**config.mk**
```make
export PLATFORM = sky130hd
export DESIGN_NAME = score_digit_encoder_flat
export DESIGN_NICKNAME = d
export VERILOG_FILES = /design/src/rtl/score_digit_encoder_if.sv /design/src/rtl/score_digit_encoder.sv /design/src/flat_wrapper.sv
export SDC_FILE = /design/constraint.sdc
export NUM_CORES = 1
export LEC_CHECK = 0
export CAP_MARGIN = 0
export CELL_PAD_IN_SITES_DETAIL_PLACEMENT = 0
export CELL_PAD_IN_SITES_GLOBAL_PLACEMENT = 1
export CORE_UTILIZATION = 24
export CTS_BUF_LIST = sky130_fd_sc_hd__clkbuf_2 sky130_fd_sc_hd__clkbuf_4 sky130_fd_sc_hd__clkbuf_8
export DETAILED_ROUTE_END_ITERATION = 10
export PLACE_DENSITY_LB_ADDON = 0.3
export RECOVER_POWER = 25
export SYNTH_ARGS = -nofsm -noshare
export SYNTH_HDL_FRONTEND = slang
export SYNTH_SLANG_ARGS = --single-unit
```
**constraint.sdc**
```tcl
create_clock -name Clk -period 4.76 [get_ports Clk]
set_input_delay 0.952 -clock Clk [delete_from_list [all_inputs] [get_ports Clk]]
set_output_delay 0.952 -clock Clk [all_outputs]
set_load 0.01 [all_outputs]
```
**src/rtl/score_digit_encoder_if.sv**
```systemverilog
// score_digit_encoder_if: groups the score load handshake and the held-digit read port.
// Latency: none; this is wiring only.
// Backpressure: busy from the encoder means load is dropped rather than queued.
// Ports: master = score source and display reader (drives score_in/load/digit_sel),
//        slave  = encoder (drives busy/done/overflow/digit/digit_blank).
interface score_digit_encoder_if #(
  parameter int SCORE_W = 14
);
  logic [SCORE_W-1:0] score_in;
  logic               load;
  logic               busy;
  logic               done;
  logic               overflow;
  logic [1:0]         digit_sel;
  logic [3:0]         digit;
  logic               digit_blank;

  modport master (
    output score_in, load, digit_sel,
    input  busy, done, overflow, digit, digit_blank
  );

  modport slave (
    input  score_in, load, digit_sel,
    output busy, done, overflow, digit, digit_blank
  );
endinterface

```
**src/rtl/score_digit_encoder.sv**
```systemverilog
// score_digit_encoder: converts a binary score (saturated at 9999) to four held BCD digits
// for the 14x14 digit font block, using a shift-and-add-3 converter.
// Latency: load accepted in cycle N -> done pulse and new digits in cycle N+SCORE_W+1.
// Backpressure: busy=1 during conversion; a load seen while busy is dropped, never queued.
// Ports: Clk (rising edge), Reset (synchronous, active high), bus (slave modport):
//   score_in/load in, busy/done/overflow out, digit_sel in, digit/digit_blank out.
// Build option: define LEADING_ZERO_BLANK_EN to flag suppressed leading zeros on
//   digit_blank; without it digit_blank is held at 0.
module score_digit_encoder #(
  parameter int SCORE_W = 14
) (
  input  logic                  Clk,
  input  logic                  Reset,
  score_digit_encoder_if.slave  bus
);

  localparam int         EXT_W    = (SCORE_W > 14) ? SCORE_W : 14;
  localparam logic [3:0] CNT_LAST = 4'(SCORE_W - 1);

  typedef enum logic [1:0] {IDLE, SHIFT, COMMIT} state_t;

  state_t             state, state_nxt;
  logic [SCORE_W-1:0] bin_q;
  logic [15:0]        bcd_q;
  logic [3:0]         cnt_q;
  logic [3:0]         held_q [4];
  logic               ovf_q;

  logic               accept;
  logic               last_shift;
  logic               busy_c;
  logic               done_c;
  logic               sat;
  logic [EXT_W-1:0]   score_ext;
  logic [15:0]        bcd_adj;
  logic [15:0]        bcd_nxt;
  logic [SCORE_W-1:0] bin_nxt;
  logic               digit_blank_c;
  logic               unused_adj_msb;

  // Scores wider than the 4-digit display clamp to 9999.
  assign score_ext = EXT_W'(bus.score_in);
  assign sat       = (score_ext > EXT_W'(9999));

  // Add-3 correction on every nibble that would overflow past 9 after doubling.
  always_comb begin
    bcd_adj = '0;
    for (int i = 0; i < 4; i++) begin
      bcd_adj[i*4 +: 4] = (bcd_q[i*4 +: 4] >= 4'd5) ? (bcd_q[i*4 +: 4] + 4'd3)
                                                     : bcd_q[i*4 +: 4];
    end
  end

  // {bcd, bin} shifted left by one; the corrected thousands MSB is always 0
  // for results up to 9999, so it falls off the top.
  assign bcd_nxt        = {bcd_adj[14:0], bin_q[SCORE_W-1]};
  assign bin_nxt        = {bin_q[SCORE_W-2:0], 1'b0};
  assign unused_adj_msb = bcd_adj[15];

  always_ff @(posedge Clk) begin
    if (Reset) begin
      state <= IDLE;
    end else begin
      state <= state_nxt;
    end
  end

  always_comb begin
    state_nxt  = state;
    busy_c     = 1'b0;
    done_c     = 1'b0;
    accept     = 1'b0;
    last_shift = 1'b0;
    case (state)
      IDLE: begin
        if (bus.load) begin
          accept    = 1'b1;
          state_nxt = SHIFT;
        end
      end
      SHIFT: begin
        busy_c = 1'b1;
        if (cnt_q == CNT_LAST) begin
          last_shift = 1'b1;
          state_nxt  = COMMIT;
        end
      end
      COMMIT: begin
        busy_c    = 1'b1;
        done_c    = 1'b1;
        state_nxt = IDLE;
      end
      default: state_nxt = IDLE;
    endcase
  end

  always_ff @(posedge Clk) begin
    if (Reset) begin
      bin_q  <= '0;
      bcd_q  <= '0;
      cnt_q  <= '0;
      ovf_q  <= 1'b0;
      for (int i = 0; i < 4; i++) held_q[i] <= '0;
    end else if (accept) begin
      bin_q <= sat ? SCORE_W'(9999) : bus.score_in;
      bcd_q <= '0;
      cnt_q <= '0;
      ovf_q <= sat;
    end else if (state == SHIFT) begin
      bin_q <= bin_nxt;
      bcd_q <= bcd_nxt;
      cnt_q <= cnt_q + 4'd1;
      // Held digits are loaded on the edge into COMMIT so they are visible in
      // the same cycle as the done pulse; they never change during SHIFT.
      if (last_shift) begin
        for (int i = 0; i < 4; i++) held_q[i] <= bcd_nxt[i*4 +: 4];
      end
    end
  end

`ifdef LEADING_ZERO_BLANK_EN
  // A digit is blank when it and every more significant digit are zero;
  // the ones digit always shows.
  always_comb begin
    digit_blank_c = 1'b0;
    case (bus.digit_sel)
      2'd1:    digit_blank_c = (held_q[1] == 4'd0) && (held_q[2] == 4'd0) && (held_q[3] == 4'd0);
      2'd2:    digit_blank_c = (held_q[2] == 4'd0) && (held_q[3] == 4'd0);
      2'd3:    digit_blank_c = (held_q[3] == 4'd0);
      default: digit_blank_c = 1'b0;
    endcase
  end
`else
  assign digit_blank_c = 1'b0;
`endif

  assign bus.busy        = busy_c;
  assign bus.done        = done_c;
  assign bus.overflow    = ovf_q;
  assign bus.digit       = held_q[bus.digit_sel];
  assign bus.digit_blank = digit_blank_c;

endmodule
```
**src/flat_wrapper.sv**
```systemverilog
// flat-port wrapper written by rule: the top's interface ports become plain ports
module score_digit_encoder_flat 
#(
  parameter int SCORE_W = 14
)
  (Clk, Reset, bus_score_in, bus_load, bus_digit_sel, bus_busy, bus_done, bus_overflow, bus_digit, bus_digit_blank);
  score_digit_encoder_if #(.SCORE_W(SCORE_W)) bus_i ();
  input  logic Clk;
  input  logic Reset;
  input wire logic [$bits(bus_i.score_in)-1:0] bus_score_in;
  input wire logic [$bits(bus_i.load)-1:0] bus_load;
  input wire logic [$bits(bus_i.digit_sel)-1:0] bus_digit_sel;
  output wire logic [$bits(bus_i.busy)-1:0] bus_busy;
  output wire logic [$bits(bus_i.done)-1:0] bus_done;
  output wire logic [$bits(bus_i.overflow)-1:0] bus_overflow;
  output wire logic [$bits(bus_i.digit)-1:0] bus_digit;
  output wire logic [$bits(bus_i.digit_blank)-1:0] bus_digit_blank;
  assign bus_i.score_in = bus_score_in;
  assign bus_i.load = bus_load;
  assign bus_i.digit_sel = bus_digit_sel;
  assign bus_busy = bus_i.busy;
  assign bus_done = bus_i.done;
  assign bus_overflow = bus_i.overflow;
  assign bus_digit = bus_i.digit;
  assign bus_digit_blank = bus_i.digit_blank;
  score_digit_encoder #(.SCORE_W(SCORE_W)) u_core (.Clk(Clk), .Reset(Reset), .bus(bus_i));
endmodule
```
# After elaboration in Yosys (flattened, before gate mapping)
# Memories as Yosys holds them, arrays and structs flattened.
# Index checks and enable logic that the tools add are counted.
[totals]
register_bits = 37
ramBits = 16
out_inout_bits = 8
mem_count = 1
[memory_table]
columns = ["memory", "depth", "word_bits", "read_ports", "rd_clocked_by_memory_dff", "wr", "line", "text"]
rows = [
  ["u_core.held_q", 4, 4, 1, 0, 4, "score_digit_encoder.sv:26", "logic [3:0] held_q [4];"],
]
[classes]
add_sub_neg = 5
order_cmp = 5
eq_ne = 5
mux = 27
n_bitwise = 4
reduce_logical = 5
[op_table]
columns = ["op", "count"]
rows = [
  ["$mux W14", 3],
  ["$mux W4", 7],
  ["$ge A4 B3 Y1 const B", 4],
  ["$gt A14 B14 Y1 const B", 1],
  ["$mux W1", 13],
  ["$add A4 B2 Y4 const B", 3],
  ["$add A4 B1 Y4 const B", 1],
  ["$eq A4 B4 Y1 const B", 1],
  ["$mux W2", 2],
  ["$or A1 B1 Y1", 4],
  ["$pmux W2 S2", 1],
  ["$reduce_or A2 Y1", 2],
  ["$add A3 B2 Y3 const B", 1],
  ["$mux W3", 1],
  ["$eq A2 B1 Y1 const B", 1],
  ["$eq A2 B2 Y1 const B", 1],
  ["$logic_not A2 Y1", 1],
  ["$ne A2 B1 Y1 const B", 1],
  ["$ne A2 B2 Y1 const B", 1],
  ["$reduce_and A2 Y1", 1],
  ["$reduce_bool A2 Y1", 1],
]

# Longest topological paths before layout
[depth]
word_depth = 9
ltp_mapped = 8
depth_no_buf = 6

# Worst setup path after synthesis
# No wires, ideal clock.
[synth_path]
path_kind = "input-to-output"
start = "input bus_digit_sel[0]"
end = "output bus_digit[0]"
t_arrival_ps = 1458
required_time_ps = 3808
slack_ps = 2350
path_stages = 1
path_buffers = 0
path_cell_list = "mux4_2"
[synth_via]
elab_chain_cells = 1
[synth_rtl]
columns = ["element", "line", "text"]
rows = [
  ["start, declared", "flat_wrapper.sv:12", "input wire logic [$bits(bus_i.digit_sel)-1:0] bus_digit_sel;"],
  ["$mem_v2 Z4 W4", "n/a", ""],
  ["end, declared", "flat_wrapper.sv:16", "output wire logic [$bits(bus_i.digit)-1:0] bus_digit;"],
]
# No other way between the ends.

# Worst setup path in the final report
# Ends and elaborated chain as after synthesis.

==> reports/results.txt <==
run status: completed
CP Launch Type: primary input
clock sinks: 53
met2 Use GR: 0.1648
Async S/R FF share, synth: 0
DRT antenna net count: 0
via count: 2029
gr ovfl total: 0
Post-Syn Area per Cell: 9.441 sq um
synthesized flop and latch total: 53
FILL cells: 1175
kind of critical path: primary input to primary output
Multi-input gate area: 1320 sq um
TritonRoute pass-1 iters: 4
Core Area: 10840 sq um
Critical Path AT: 2580 ps
Via density: 4.570
Worst path top cell family by delay: buffers and inverters
Unique masters post-synth: 39
layout cells sized above 1: 0.06579
minimum clock period: 3529 ps
most frequent CP cell: clkdlybuf4s50_1
CTS tree: done
DR iter-0 viols: 86
largest net degree at the start of global routing: 27
Max Clk Rate: 283.4 MHz
Post-CTS Setup Inserts: 0
CTS buffer count: 5
DP Wirelength: 3.977 mm
first-pass GRT wire length: 9.480 mm
worst path cell trace: clkdlybuf4s50_1, mux4_2, clkdlybuf4s50_1
met3 usage: 0.02119
register area share after synthesis: 0.4554
commonest non-fill, non-tap cell in the layout: dfxtp_1
Mapped Nets: 317
leakage: 1.053 nW
Die Width: 107.7 microns
most frequent cells in the layout: 37 x dfxtp_1, 29 x nor2_1, 26 x nand2_1
number of global-route vias before repair: 1962
Critical Path RT: 3810 ps
fin. max-slew vios: 0
I/O Buffers: 25
Worst Path Buf+Inv: 2
Routed wire per std cell: 12.59 microns
Rel. slew slack: 0.1128
Core Rows: 38
ANT cells: 0
PD cells: 335.4 nW/um^2
CP max stage delay: 610 ps
gpl congestion: 0.7429
Worst Tran Pin Value: 1331 ps
number of synthesized flops with an enable pin: 16
initial antenna violation count: 0
FF-to-FF setup slack: 2010 ps
Most Crowded Layer GR: met2
clock slew at reported path FFs: 100 ps
Seq. cell area: 1221 sq um
Hold Vio Cnt, Final: 0
hold_buf cts: 0
met1 usage: 0.1425
Finish-stage setup viols: 0
die area: 11600 sq um
die height: 107.7 microns
# IOs: 27
Tot GR Track Use: 0.1038
Main synth FF type: dfxtp_1
nets: 336
CP Max Fanout: 4
Worst Skew: 11.09 ps
setup TNS: 0 ps
H-tree Lvls: 2
post-synthesis to final-layout area growth: 18.15%
clk root buf: clkbuf_8
DRC: 0
WL final: 5.589 mm
Hold Path Class: register to register
Clock Latency Late Sink: 310 ps
post_cts resized: 0
Pwr Total: 1.062 mW
max-cap violations: 0
Final Cycle Share: 0.7414
Clock Tree Buf Depth: 2
RSZ-0062 raised after global routing: no
Starting Density: 0.2473
Syn Std Cell Area: 2681 sq um
CP max-delay cell: clkdlybuf4s50_1
VDD IR max: 0.0001150 V
Post-Syn Instances: 284
Fin Hold WS: 493.3 ps
Syn. warnings: 0
Crit. End Element: primary output
worst reg2reg max path, cell delays in order, from the launching register on:
cell,delay (ps)
dfxtp_1,320
inv_1,120
ha_1,560
clkbuf_1,1040
mux2_2,440
nand2_1,70
a21oi_1,70
sequential cells by signal, indices dropped and copies added (netlist names):
name and count:
u_core.bcd_q 16, u_core.bin_q 14, u_core.bus.overflow 1, u_core.cnt_q 4, u_core.held_q 16, u_core.state 2
cells by family after synthesis:
kind of cell / Yosys count / synth area share
AOI/OAI and AO/OA: 76 / 0.1759
xor gates and xnor gates: 7 / 0.02287
adders and majority gates: 14 / 0.06533
buffers and inverters: 29 / 0.05039
DFF: 53 / 0.4554
muxes: 15 / 0.07560
other: 1 / 0.001399
and+or+nand+nor: 89 / 0.1531
through the flow:
stage	instances	instance area (sq um)	util	worst slack, ps
after floorplan	284	2681	-	2350
after global placement	436	3039	0.2804	1229
after detailed placement	436	3039	0.2804	1213
after CTS	444	3177	0.2931	1209
after global routing	444	3168	0.2922	1149
final	444	3168	0.2922	1231
metal layers:
| metal | up-vias | part of all wire |
|---|---|---|
| met5 | - | 0 |
| met3 | 5 | 0.034 |
| li1 | 1044 | - |
| met2 | 29 | 0.43 |
| met1 | 951 | 0.52 |
| met4 | 0 | 0.0089 |
synthesized netlist by cell type (2+ instances only):
| cell | count | area (sq um) |
|---|---|---|
| dfxtp_1 | 37 | 740.7 |
| nor2_1 | 29 | 108.9 |
| nand2_1 | 26 | 97.59 |
| a21oi_1 | 23 | 115.1 |
| a211oi_1 | 21 | 157.7 |
| o21ai_0 | 20 | 100.1 |
| edfxtp_1 | 16 | 480.5 |
| ha_1 | 14 | 175.2 |
| inv_1 | 14 | 52.55 |
| mux2i_1 | 9 | 90.09 |
| nor2b_1 | 8 | 50.05 |
| buf_2 | 6 | 30.03 |
| nand3_1 | 6 | 30.03 |
| nand2b_1 | 5 | 31.28 |
| xnor2_1 | 5 | 43.79 |
| clkbuf_1 | 4 | 15.01 |
| mux4_2 | 4 | 90.09 |
| nor3_1 | 4 | 20.02 |
| o22ai_1 | 4 | 25.02 |
| a221oi_1 | 3 | 26.28 |
| buf_4 | 3 | 22.52 |
| a21oi_2 | 2 | 17.52 |
| mux2_2 | 2 | 22.52 |
| nand3b_1 | 2 | 15.01 |
| nand4_1 | 2 | 12.51 |
| xor2_1 | 2 | 17.52 |
power by group:
group / total, mW / internal (mW) / switching, mW
registers: 0.510 / 0.492 / 0.0176
clock network: 0.366 / 0.212 / 0.154
logic: 0.187 / 0.0807 / 0.106
total: 1.06 / 0.785 / 0.278
final cells by class:
type / count / share of cell area
Inverter: 14 / 0.01659
Timing Repair Buffer: 27 / 0.08254
Tap cell: 140 / 0.05529
Sequential cell: 53 / 0.3855
Clock inverter: 3 / 0.02172
Clock buffer: 5 / 0.02172
Multi-Input combinational cell: 202 / 0.4167
final timing paths:
| check | end | startpoint | cells after the start |
|---|---|---|---|
| max | bus_digit[0] | bus_digit_sel[0] | 3 |
| min | u_core.bus.overflow$_SDFFE_PP0P_ | u_core.bus.overflow$_SDFFE_PP0P_ | 2 |
| max reg2reg | u_core.bin_q[12]$_SDFFE_PP0P_ | u_core.state[1]$_SDFFE_PP0P_ | 6 |
| min reg2reg | u_core.bus.overflow$_SDFFE_PP0P_ | u_core.bus.overflow$_SDFFE_PP0P_ | 2 |
Note: power is estimated with default switching activity, not from simulation.
